File: src/rtl/njp_micro_mult_pkg.sv
// Shared types and pin-map constants for the njp_micro_mult TinyTapeout block.
// Holds the control FSM encoding, the uio bit positions and the operand/product widths.
package njp_micro_mult_pkg;

  localparam int OP_W   = 8;
  localparam int PROD_W = 16;
  localparam int CNT_W  = 3;

  localparam logic [CNT_W-1:0] CNT_LAST = 3'd7;

  typedef enum logic [1:0] {
    ST_IDLE = 2'd0,
    ST_BUSY = 2'd1,
    ST_DONE = 2'd2
  } state_t;

  // uio bit positions: [3:0] are inputs, [6:4] are status outputs.
  localparam int LOAD_A = 0;
  localparam int LOAD_B = 1;
  localparam int START  = 2;
  localparam int SEL_HI = 3;
  localparam int BUSY   = 4;
  localparam int DONE   = 5;
  localparam int ZERO   = 6;

  localparam logic [7:0] UIO_OE = 8'hF0;

endpackage

File: src/rtl/njp_mult_core.sv
// Shift-add datapath for an 8x8 unsigned multiply: working copies of the operands,
// the accumulator and the step counter. Sequencing is owned by the top-level FSM.
module njp_mult_core
  import njp_micro_mult_pkg::*;
(
  input  logic              clk,
  input  logic              rst,
  input  logic              i_start,
  input  logic              i_step,
  input  logic [OP_W-1:0]   i_a,
  input  logic [OP_W-1:0]   i_b,
  output logic              o_last,
  output logic [PROD_W-1:0] o_acc_next
);

  logic [PROD_W-1:0] r_a_sh;
  logic [OP_W-1:0]   r_b_sh;
  logic [PROD_W-1:0] r_acc;
  logic [CNT_W-1:0]  r_cnt;

  // The top captures o_acc_next into its result register on the last step, so the
  // final partial product is added in the same edge that finishes the operation.
  assign o_acc_next = r_b_sh[0] ? (r_acc + r_a_sh) : r_acc;
  assign o_last     = (r_cnt == CNT_LAST);

  // NOTE: sequential state uses non-blocking assignments so every register samples
  // pre-edge values, regardless of the order the statements are written in.
  always_ff @(posedge clk or posedge rst) begin
    if (rst) begin
      r_a_sh <= '0;
      r_b_sh <= '0;
      r_acc  <= '0;
      r_cnt  <= '0;
    end else if (i_start) begin
      r_a_sh <= {{(PROD_W-OP_W){1'b0}}, i_a};
      r_b_sh <= i_b;
      r_acc  <= '0;
      r_cnt  <= '0;
    end else if (i_step) begin
      r_acc  <= o_acc_next;
      r_a_sh <= r_a_sh << 1;
      r_b_sh <= r_b_sh >> 1;
      r_cnt  <= r_cnt + 1'b1;
    end
  end

endmodule

File: src/rtl/njp_micro_mult.sv
// TinyTapeout user block: byte-loaded 8x8 sequential multiplier with a byte-muxed
// 16-bit product on uo_out and busy/done/zero status on uio_out[6:4].
module njp_micro_mult
  import njp_micro_mult_pkg::*;
(
  input  logic       clk,
  input  logic       rst,
  input  logic       ena,
  input  logic [7:0] ui_in,
  input  logic [7:0] uio_in,
  output logic [7:0] uo_out,
  output logic [7:0] uio_out,
  output logic [7:0] uio_oe
);

  state_t            r_state;
  state_t            w_state_next;
  logic [OP_W-1:0]   r_a;
  logic [OP_W-1:0]   r_b;
  logic [PROD_W-1:0] r_result;
  logic              r_start_q;

  logic              w_io_ok;
  logic              w_load_any;
  logic              w_start_ok;
  logic              w_step;
  logic              w_last;
  logic              w_finish;
  logic [PROD_W-1:0] w_acc_next;
  logic              w_busy;
  logic              w_done;
  logic              w_zero;

  // Upper uio nibble is not part of the control interface.
  logic w_unused_ok;
  assign w_unused_ok = &{1'b0, uio_in[7:4]};

  assign w_busy     = (r_state == ST_BUSY);
  assign w_done     = (r_state == ST_DONE);
  assign w_zero     = (r_result == '0);

  assign w_io_ok    = ena && !w_busy;
  assign w_load_any = w_io_ok && (uio_in[LOAD_A] || uio_in[LOAD_B]);
  assign w_start_ok = w_io_ok && uio_in[START] && !r_start_q;
  assign w_step     = ena && w_busy;
  assign w_finish   = w_step && w_last;

  njp_mult_core u_core (
    .clk        (clk),
    .rst        (rst),
    .i_start    (w_start_ok),
    .i_step     (w_step),
    .i_a        (r_a),
    .i_b        (r_b),
    .o_last     (w_last),
    .o_acc_next (w_acc_next)
  );

  always_ff @(posedge clk or posedge rst) begin
    if (rst) begin
      r_state <= ST_IDLE;
    end else begin
      r_state <= w_state_next;
    end
  end

  // NOTE: every branch of a combinational block must assign its outputs; the default
  // assignment at the top guarantees that and keeps a latch from being inferred.
  always_comb begin
    w_state_next = r_state;
    unique case (r_state)
      ST_IDLE: begin
        if (w_start_ok) w_state_next = ST_BUSY;
      end
      ST_BUSY: begin
        if (w_finish) w_state_next = ST_DONE;
      end
      ST_DONE: begin
        if (w_start_ok)      w_state_next = ST_BUSY;
        else if (w_load_any) w_state_next = ST_IDLE;
      end
      default: w_state_next = ST_IDLE;
    endcase
  end

  // With ena low every register here holds, including the start edge detector.
  always_ff @(posedge clk or posedge rst) begin
    if (rst) begin
      r_a       <= '0;
      r_b       <= '0;
      r_result  <= '0;
      r_start_q <= 1'b0;
    end else if (ena) begin
      r_start_q <= uio_in[START];
      if (w_io_ok && uio_in[LOAD_A]) r_a <= ui_in;
      if (w_io_ok && uio_in[LOAD_B]) r_b <= ui_in;
      if (w_finish)                  r_result <= w_acc_next;
    end
  end

  assign uo_out = uio_in[SEL_HI] ? r_result[15:8] : r_result[7:0];

  always_comb begin
    uio_out       = 8'h00;
    uio_out[BUSY] = w_busy;
    uio_out[DONE] = w_done;
    uio_out[ZERO] = w_zero;
  end

  assign uio_oe = UIO_OE;

endmodule

File: config.mk
export PLATFORM = sky130hd
export DESIGN_NAME = njp_micro_mult
export DESIGN_NICKNAME = d
export VERILOG_FILES = /design/src/rtl/njp_micro_mult_pkg.sv /design/src/rtl/njp_mult_core.sv /design/src/rtl/njp_micro_mult.sv
export SDC_FILE = /design/constraint.sdc
export NUM_CORES = 1
export LEC_CHECK = 0
export BUFFER_PORTS_ARGS = -buffer_cell sky130_fd_sc_hd__buf_2
export CAP_MARGIN = 30
export CORE_AREA = 10 10 96 98
export CTS_CLUSTER_DIAMETER = 40
export DETAILED_ROUTE_END_ITERATION = 10
export DIE_AREA = 0 0 106 108
export PLACE_DENSITY = 0.78
export SYNTH_ARGS = -nofsm -noshare
export SYNTH_HDL_FRONTEND = slang
export SYNTH_SLANG_ARGS = --single-unit
File: constraint.sdc
create_clock -name clk -period 4.9 [get_ports clk]
set_clock_uncertainty 0.2 [all_clocks]
set_input_delay 0.735 -clock clk [delete_from_list [all_inputs] [get_ports clk]]
set_output_delay 0.735 -clock clk [all_outputs]
set_load 0.005 [all_outputs]
# ---- After elaboration in Yosys (flattened, before gate mapping)
# Cells that the tools add are included.
dict set report totals {
  inputBits 19
  ff_bits 78
  out_inout_bits 24
}
dict set report op_classes {
  n_eq_ne 6
  mux 15
  reduce_logical 18
  add_sub_neg 2
}
# op count
set op_table {}
lappend op_table {{$mux 16} 5}
lappend op_table {{$mux 8} 3}
lappend op_table {{$add 16x16->16} 1}
lappend op_table {{$logic_not 16->1} 1}
lappend op_table {{$logic_and 1x1->1} 8}
lappend op_table {{$mux 2} 4}
lappend op_table {{$mux 3} 2}
lappend op_table {{$pmux 2 s3} 1}
lappend op_table {{$reduce_and 2->1} 3}
lappend op_table {{$add 3x1->3 const B} 1}
lappend op_table {{$eq 3x3->1 const B} 1}
lappend op_table {{$ne 3x2->1 const B} 1}
lappend op_table {{$reduce_and 3->1} 1}
lappend op_table {{$eq 2x1->1 const B} 1}
lappend op_table {{$eq 2x2->1 const B} 1}
lappend op_table {{$logic_not 1->1} 2}
lappend op_table {{$logic_not 2->1} 1}
lappend op_table {{$ne 2x1->1 const B} 1}
lappend op_table {{$ne 2x2->1 const B} 1}
lappend op_table {{$reduce_bool 2->1} 1}
lappend op_table {{$logic_or 1x1->1} 1}

# ---- Depth between registers and ports, before layout
# Gate-level depths: netlist of the first run.
dict set report depth {
  ltp_word 7
  ltp_mapped 8
}

# ---- Cells and area by module
# From an unflattened synthesis of the first run, not the netlist that was laid out.
dict set report hier_totals {
  cells_unflattened 439
  area_unflattened_um2 4595.7
}
# module area_each_um2 n_inst cells_each
set by_module_without_submodules {}
lappend by_module_without_submodules {njp_mult_core 2916.5 1 320}
lappend by_module_without_submodules {njp_micro_mult 1679.1 1 119}

# ---- Worst setup path before layout of the first run
# No wires, ideal clock.
dict set report synth_path {
  kind {flip-flop to flip-flop}
  from {register u_core.r_acc[9]}
  to {register u_core.r_acc[15]}
  synth_period_minus_slack_ns 2.317
  arrival_time_ns 2.030
  path_buffers 1
  path_slack_ns 2.583
  stages_incl_launch_ff 9
  path_cell_list {dfrtp_1 > ha_1 > buf_6 > and3_4 > and3_1 > and3_4 > o21a_1 > or4b_1 > o211ai_1}
}
dict set report synth_between {
  elab_chain_cells 4
}
# element line
set synth_lines {}
lappend synth_lines {{start, declared} njp_mult_core.sv:18} ;# logic [PROD_W-1:0] r_acc;
lappend synth_lines {{start signal, assigned} njp_mult_core.sv:40} ;# r_acc <= o_acc_next;
lappend synth_lines {{$add 16x16->16} njp_mult_core.sv:23} ;# assign o_acc_next = r_b_sh[0] ? (r_acc + r_a_sh) : r_acc;
lappend synth_lines {{$mux 16} njp_mult_core.sv:23}
lappend synth_lines {{$mux 16} njp_mult_core.sv:39} ;# end else if (i_step) begin
lappend synth_lines {{$mux 16} njp_mult_core.sv:34} ;# end else if (i_start) begin
# Every way passes these cells. The select of a mux whose other input is x is not followed.
# A chain may end at the register's enable or synchronous reset.

# ---- Worst setup path in the final report of the first run
dict set report layout_path {
  from {register r_state[1]}
  to {register r_result[13]}
}
dict set report layout_between {
  elab_chain_cells 4
}
# element line
set layout_lines {}
lappend layout_lines {{start, declared} njp_micro_mult.sv:16} ;# state_t r_state;
lappend layout_lines {{start signal, assigned} njp_micro_mult.sv:63} ;# r_state <= w_state_next;
lappend layout_lines {{$eq 2x1->1} njp_micro_mult.sv:38} ;# assign w_busy = (r_state == ST_BUSY);
lappend layout_lines {{$logic_and 1x1->1} njp_micro_mult.sv:45} ;# assign w_step = ena && w_busy;
lappend layout_lines {{$logic_and 1x1->1} njp_micro_mult.sv:46} ;# assign w_finish = w_step && w_last;
lappend layout_lines {{$reduce_and 2->1 (no source line)} -}
lappend layout_lines {{end signal, assigned} njp_micro_mult.sv:97} ;# if (w_finish) r_result <= w_acc_next;
lappend layout_lines {{end, declared} njp_micro_mult.sv:20} ;# logic [PROD_W-1:0] r_result;
# Every way passes these cells.

==> results of run 1 <==
-- kinds of logic after synthesis --
kind of cell | synth area share, %
xor gates and xnor gates | 2.720
buffers and inverters | 5.471
adders and majority gates | 5.560
AOI/OAI and AO/OA | 16.59
muxes | 8.161
other | 0.1794
DFF | 46.64
and+or+nand+nor | 14.68
-- routing by layer --
layer	share of wire (%)	wire [um]	vias to the layer above
met4	0.50	44	0
met3	6.3	549	4
met1	46	4028	1522
met5	0	0	-
li1	-	-	1539
met2	47	4138	70
-- power breakdown --
group          leakage (nW)  internal, mW  total, mW  switching (mW)
sequential             1.02         0.873       1.07           0.192
combinational          1.07         0.379      0.878           0.499
clock                0.0877         0.193      0.450           0.258
total                  2.18          1.44       2.39           0.949
-- cell type report --
class | count | area (um^2) | area share [%]
multi-input combinational | 320 | 2051 | 45.55
sequential | 78 | 1952 | 43.36
timing repair buffer | 29 | 158.9 | 3.530
tap | 102 | 127.6 | 2.835
clock buffer | 9 | 123.9 | 2.752
clock inverter | 7 | 58.81 | 1.306
inverter | 8 | 30.03 | 0.6670
-- state kept, by name, summed over array words and instances, names as in the netlist --
register,flops
r_a,8
r_b,8
r_result,16
r_start_q,1
r_state,2
u_core.r_a_sh,16
u_core.r_acc,16
u_core.r_b_sh,8
u_core.r_cnt,3
-- cell usage in the layout, fill, tap and decap left out, drive strengths merged, types with 3 or more instances in the layout --
cell    instances
nand2          86
dfrtp          78
o21ai          32
buf            29
a21oi          27
mux2           25
ha             17
a22oi          13
conb           13
inv            13
nor2           12
clkbuf          9
and3            9
a22o            7
xor2            7
xnor2           6
mux2i           6
o211ai          6
a21o            6
nand3           5
nor4            5
nor3            4
o22ai           3
o31ai           3
a31oi           3
and4            3
-- worst max-delay path: cells and delay by family (launching register included) --
family / cells / cell delay, ps
simple gates: 5 / 1720
buf+inv: 2 / 490
flops: 1 / 380
mux: 1 / 280
-- through the flow --
| stage | power [mW] | utilization [%] | area (um^2) | setup WS, ps |
|---|---|---|---|---|
| detailed placement | 1.949 | 58.00 | 4319 | 1642 |
| CTS | 2.405 | 60.45 | 4502 | 1748 |
| finish | 2.394 | 60.45 | 4502 | 1761 |
| global placement | 1.900 | 57.85 | 4308 | 1688 |
| floorplan | 1.736 | - | 4227 | 1970 |
| global route | 2.585 | 60.45 | 4502 | 1509 |
-- how the worst max path moves through the flow --
stage | from | endpoint | slack (ps) | cells past startpoint
final | r_state[1]$_DFFE_PP0P_ | r_result[13]$_DFFE_PP0P_ | 1760 | 8
after global routing | r_state[1]$_DFFE_PP0P_ | r_result[13]$_DFFE_PP0P_ | 1510 | 8
after CTS | r_state[1]$_DFFE_PP0P_ | r_result[13]$_DFFE_PP0P_ | 1750 | 8
after detailed placement | ena | r_result[13]$_DFFE_PP0P_ | 1640 | 7
after global placement | ena | r_result[13]$_DFFE_PP0P_ | 1690 | 7
after floorplan | rst | r_a[0]$_DFFE_PP0P_ | 1970 | 1
==> results.toml, run 1 <==
[global_route]
use_met2_pct = 24.51
grt_use_met3_pct = 4.938
grt.busiest_layer = "met2"
grt_util_met1_pct = 21.04
antenna_found_initial = 0
grt_usage_pct = 15.83
grt_pass1_wl_um = 14950
grt_pass1_vias = 3118
overflow = 0
grt_max_degree = 45

[hold_path]
min_to = "u_core.r_b_sh[7]$_DFFE_PP0P_"
hp-class = "reg2reg"
hold_start = "r_b[7]$_DFFE_PP0P_"
min_delay_path_depth = 2

[clocking]
worstSkewPairLatency_ps = 360
clk_pin_slew_ps = 90
h-tree-depth = 3
tritoncts = "yes"
cts_buffer_depth = 2
postCtsSetupBuffers = 0
ctsHoldBuffers = 0
post_cts_resize_count = 0
cts_buffers = 9
clock-sinks = 78
cts_root_buffer = "clkbuf_8"

[timing]
setup_viol_count_final = 0
slew_viol_final = 0
finalHoldViolCount = 0
slew_headroom_pct = 44.96
max_freq_mhz = 318.6
finalHoldWorstSlack_ps = 280.4
min_period_over_period_pct = 64.06
worst_pin_slew_ps = 822.5
period_needed_ps = 3139
grt_setup_unrepaired = "false"
fin_tns_setup_ps = 0

[cells_and_area]
drive_above_1_share_pct = 17.07
layout.nets = 483
final_cell_count_no_fill = 553
n_antenna_cell = 0
nFillCells = 676
area_delta_synth_final_pct = 7.564

[synthesis]
synthFlopType = "dfrtp_1"
async_flop_share_pct = 100.0
ys_seq_elements = 78
ys_seq_area_share_pct = 46.64
netlist.area_leader.share_pct = 46.64
synth_top_area_cell = "dfrtp_1"
synth_area_leaders = "dfrtp_1, nand2_1, mux2_2, ha_1, o21ai_0"
avgSynthCellArea_um2 = 9.756
yosys_warnings = 0
synth_cells = 429
synth-edff-count = 0
synth_area_um2 = 4185
yosysMostFrequentCell = "nand2_1"
ys_top_cells_by_count = "nand2_1, dfrtp_1, o21ai_0"
ys_types = 48

[die]
dieArea_um2 = 11450
die_width_um = 106
start_util_pct = 56.20
ios = 43
fp-row-count = 32
core-area_um2 = 7447
die_h_um = 108

[placement]
place_inst = 537
dp_hpwl_um = 6511
gp_congestion = 0.9128
numPortBuffers = 25

[setup_path]
cp_max_fo = 26
crit_path_end_kind = "register"
critPathMaxStageDelay_ps = 500
cpMaxStageDelayCell = "nand2_1"
rrSetupSlack_ps = 1760
r2r_cells = 8
start_kind = "register"
required_ps = 5000
critPathArrivalTime_ps = 3240
worstPathCellList = "nand2b_1 -> inv_1 -> and2_1 -> buf_4 -> nand2_1 -> or3_1 -> mux2_2 -> nand2_1"
crit_top_cell = "nand2_1"
path_class = "reg2reg"
r2r_end = "r_result[13]$_DFFE_PP0P_"
r2r_start = "r_state[1]$_DFFE_PP0P_"

[drt]
vias = 3135
routedWlPerCell_um = 15.84
vias_per_cell = 5.669
wl_um = 8759
drtIter0Drc = 145
drc = 0
detail-route-antenna-nets = 0
dr.pass1.iters = 4

[run_status]
outcome = "complete, no violations"

[power]
p_leak_nw = 2.184
power_density_nw_per_um2 = 531.7
peakVddDrop_mv = 0.3132

[run]
drv_cap = 0
No activity file was read; power rests on OpenSTA's default activity.
==> run 2, diff against run 1 <==
CORE_AREA = 10 10 100 102   (was 10 10 96 98)
DIE_AREA = 0 0 110 112   (was 0 0 106 108)
PLACE_DENSITY = 0.75   (was 0.78)
clock period = 2.53 ns   (was 4.9 ns; I/O delays follow)
==> run 2 against run 1 <==
  * Final cell count is 2.9% higher
  * Count of clock-buffer cells in the layout is the same
  * Clock power increased by 110%
  * Largest power group unchanged
  * Power rose by 110%
  * Die area grew 7.6%
  * Sequential cell count unchanged
  * Highest routed layer unchanged
  * Critical path depth stayed put
==> results.toml, run 2 (synthesis gave the netlist of run 1 again) <==
[cells_and_area]
layout.nets = 496
drive_above_1_share_pct = 22.63
fin_area_um2 = 4720
n_antenna_cell = 0
top_regs = "r_result x16, u_core.r_a_sh x16, u_core.r_acc x16"
final_common_cell = "nand2_1"
utilization_pct = 58.62
area_delta_synth_final_pct = 12.77
final_cell_count_no_fill = 569
mostFrequentLayoutCells = "nand2_1, dfrtp_1, o21ai_0"

[power]
p_leak_nw = 2.239
peakVddDrop_mv = 0.6364
power_density_nw_per_um2 = 1052

[placement]
numPortBuffers = 25
preCtsSetupSlack_ps = 54.23
gp_congestion = 0.9013
dp_hpwl_um = 6552
dpl_cell_area_um2 = 4410
place_inst = 550

[global_route]
overflow = 0
antenna_found_initial = 0
grt_usage_pct = 15.30
grt_max_degree = 54
grt_pass1_wl_um = 15410
grt_pass1_vias = 3152

[die]
ios = 43
die_h_um = 112
dieArea_um2 = 12320
core-area_um2 = 8051
start_util_pct = 51.98
die_width_um = 110
fp-row-count = 33

[setup_path]
required_ps = 2630
cpMaxStageDelayCell = "or4_1"
rrSetupSlack_ps = 90
critPathMaxStageDelay_ps = 420
r2r_cells = 8
critPathArrivalTime_ps = 2540
cp_max_fo = 3
worstPathCellList = "ha_2 -> fa_2 -> a21oi_2 -> o211a_1 -> o31ai_2 -> a31oi_2 -> or4_1 -> nand3_1"
start_kind = "register"
crit_path_end_kind = "register"
path_class = "reg2reg"

[clocking]
cts_buffers = 9
cts_root_buffer = "clkbuf_8"
tritoncts = "yes"
h-tree-depth = 3
clock-sinks = 78
worstSkewPairLatency_ps = 360
clk_pin_slew_ps = 90
cts_buffer_depth = 2

[timing]
max_freq_mhz = 409.5
slew_headroom_pct = 32.39
finalHoldViolCount = 0
fin_ws_ps = 87.89
setup_viol_count_final = 0
min_period_over_period_pct = 96.53
period_needed_ps = 2442
worst_pin_slew_ps = 1010
finalHoldWorstSlack_ps = 52.80
slew_viol_final = 0

[hold_path]
min_delay_path_depth = 2
hp-class = "in2reg"

[drt]
wl_um = 9196
routedWlPerCell_um = 16.16
vias_per_cell = 5.663
detail-route-antenna-nets = 0
dr.pass1.iters = 4
drc = 0
vias = 3222
drtIter0Drc = 134

[run]
drv_cap = 0

[run_status]
outcome = "complete, no violations"
run 2: cell count changes in the layout (fill, tap and decap cells not counted), moves of 3 or more:
cell     delta
ha_2        +4
buf_4      +12
a21oi_1     -4
ha_1        -7
a21oi_2     +4
ha_4        +3
run 2: cell type report:
cell class / count / area [um^2]
inverters: 8 / 33.78
clock buffers: 9 / 123.9
well taps: 105 / 131.4
multi-input cells: 320 / 2127
repair buffers: 42 / 267.8
fillers: 695 / 3332
clock inverters: 7 / 81.33
flip-flops and latches: 78 / 1954
run 2: layer usage:
metal	GRT usage [%]	vias up	routed length, um
li1	-	1568	-
met1	20.59	1562	4156
met2	23.13	74	4357
met3	3.403	18	546
met4	6.076	0	134
met5	0	-	0
run 2: path summary, 6_finish.rpt:
check | from | end
setup / recovery | u_core.r_a_sh[0]$_DFFE_PP0P_ | r_result[14]$_DFFE_PP0P_
hold / removal | ui_in[3] | r_b[3]$_DFFE_PP0P_
setup reg to reg | u_core.r_a_sh[0]$_DFFE_PP0P_ | r_result[14]$_DFFE_PP0P_
hold reg to reg | r_state[0]$_DFFE_PP0P_ | r_state[0]$_DFFE_PP0P_
max in group asynchronous | rst | u_core.r_acc[1]$_DFFE_PP0P_
min in group asynchronous | rst | u_core.r_b_sh[5]$_DFFE_PP0P_
run 2: per-stage QoR:
| stage | power (mW) | TNS [ps] |
|---|---|---|
| global route | 5.368 | -0.8444 |
| global placement | 3.781 | 0 |
| finish | 4.963 | 0 |
| floorplan | 3.363 | 0 |
| CTS | 4.848 | 0 |
| detailed placement | 3.866 | 0 |
run 2: critical path, delay by kind of cell, from the launching register on:
kind            cells  cell delay (ps)
compound gates      4              810
simple gates        2              500
fa+ha+maj           2              470
flops               1              400
run 2: power breakdown:
part	internal (mW)	leakage, nW	switching [mW]
clock	0.469	0.101	0.496
combinational	0.875	1.12	1.05
sequential	1.70	1.02	0.374
run 2: repair_timing:
item / CTS / global route
buffers inserted: 0 / 2
hold buffers: 1 / 0
hold endpoints to repair: 25 / 0
gates resized for setup: 0 / 18
endpoints found under the setup margin: 0 / 8
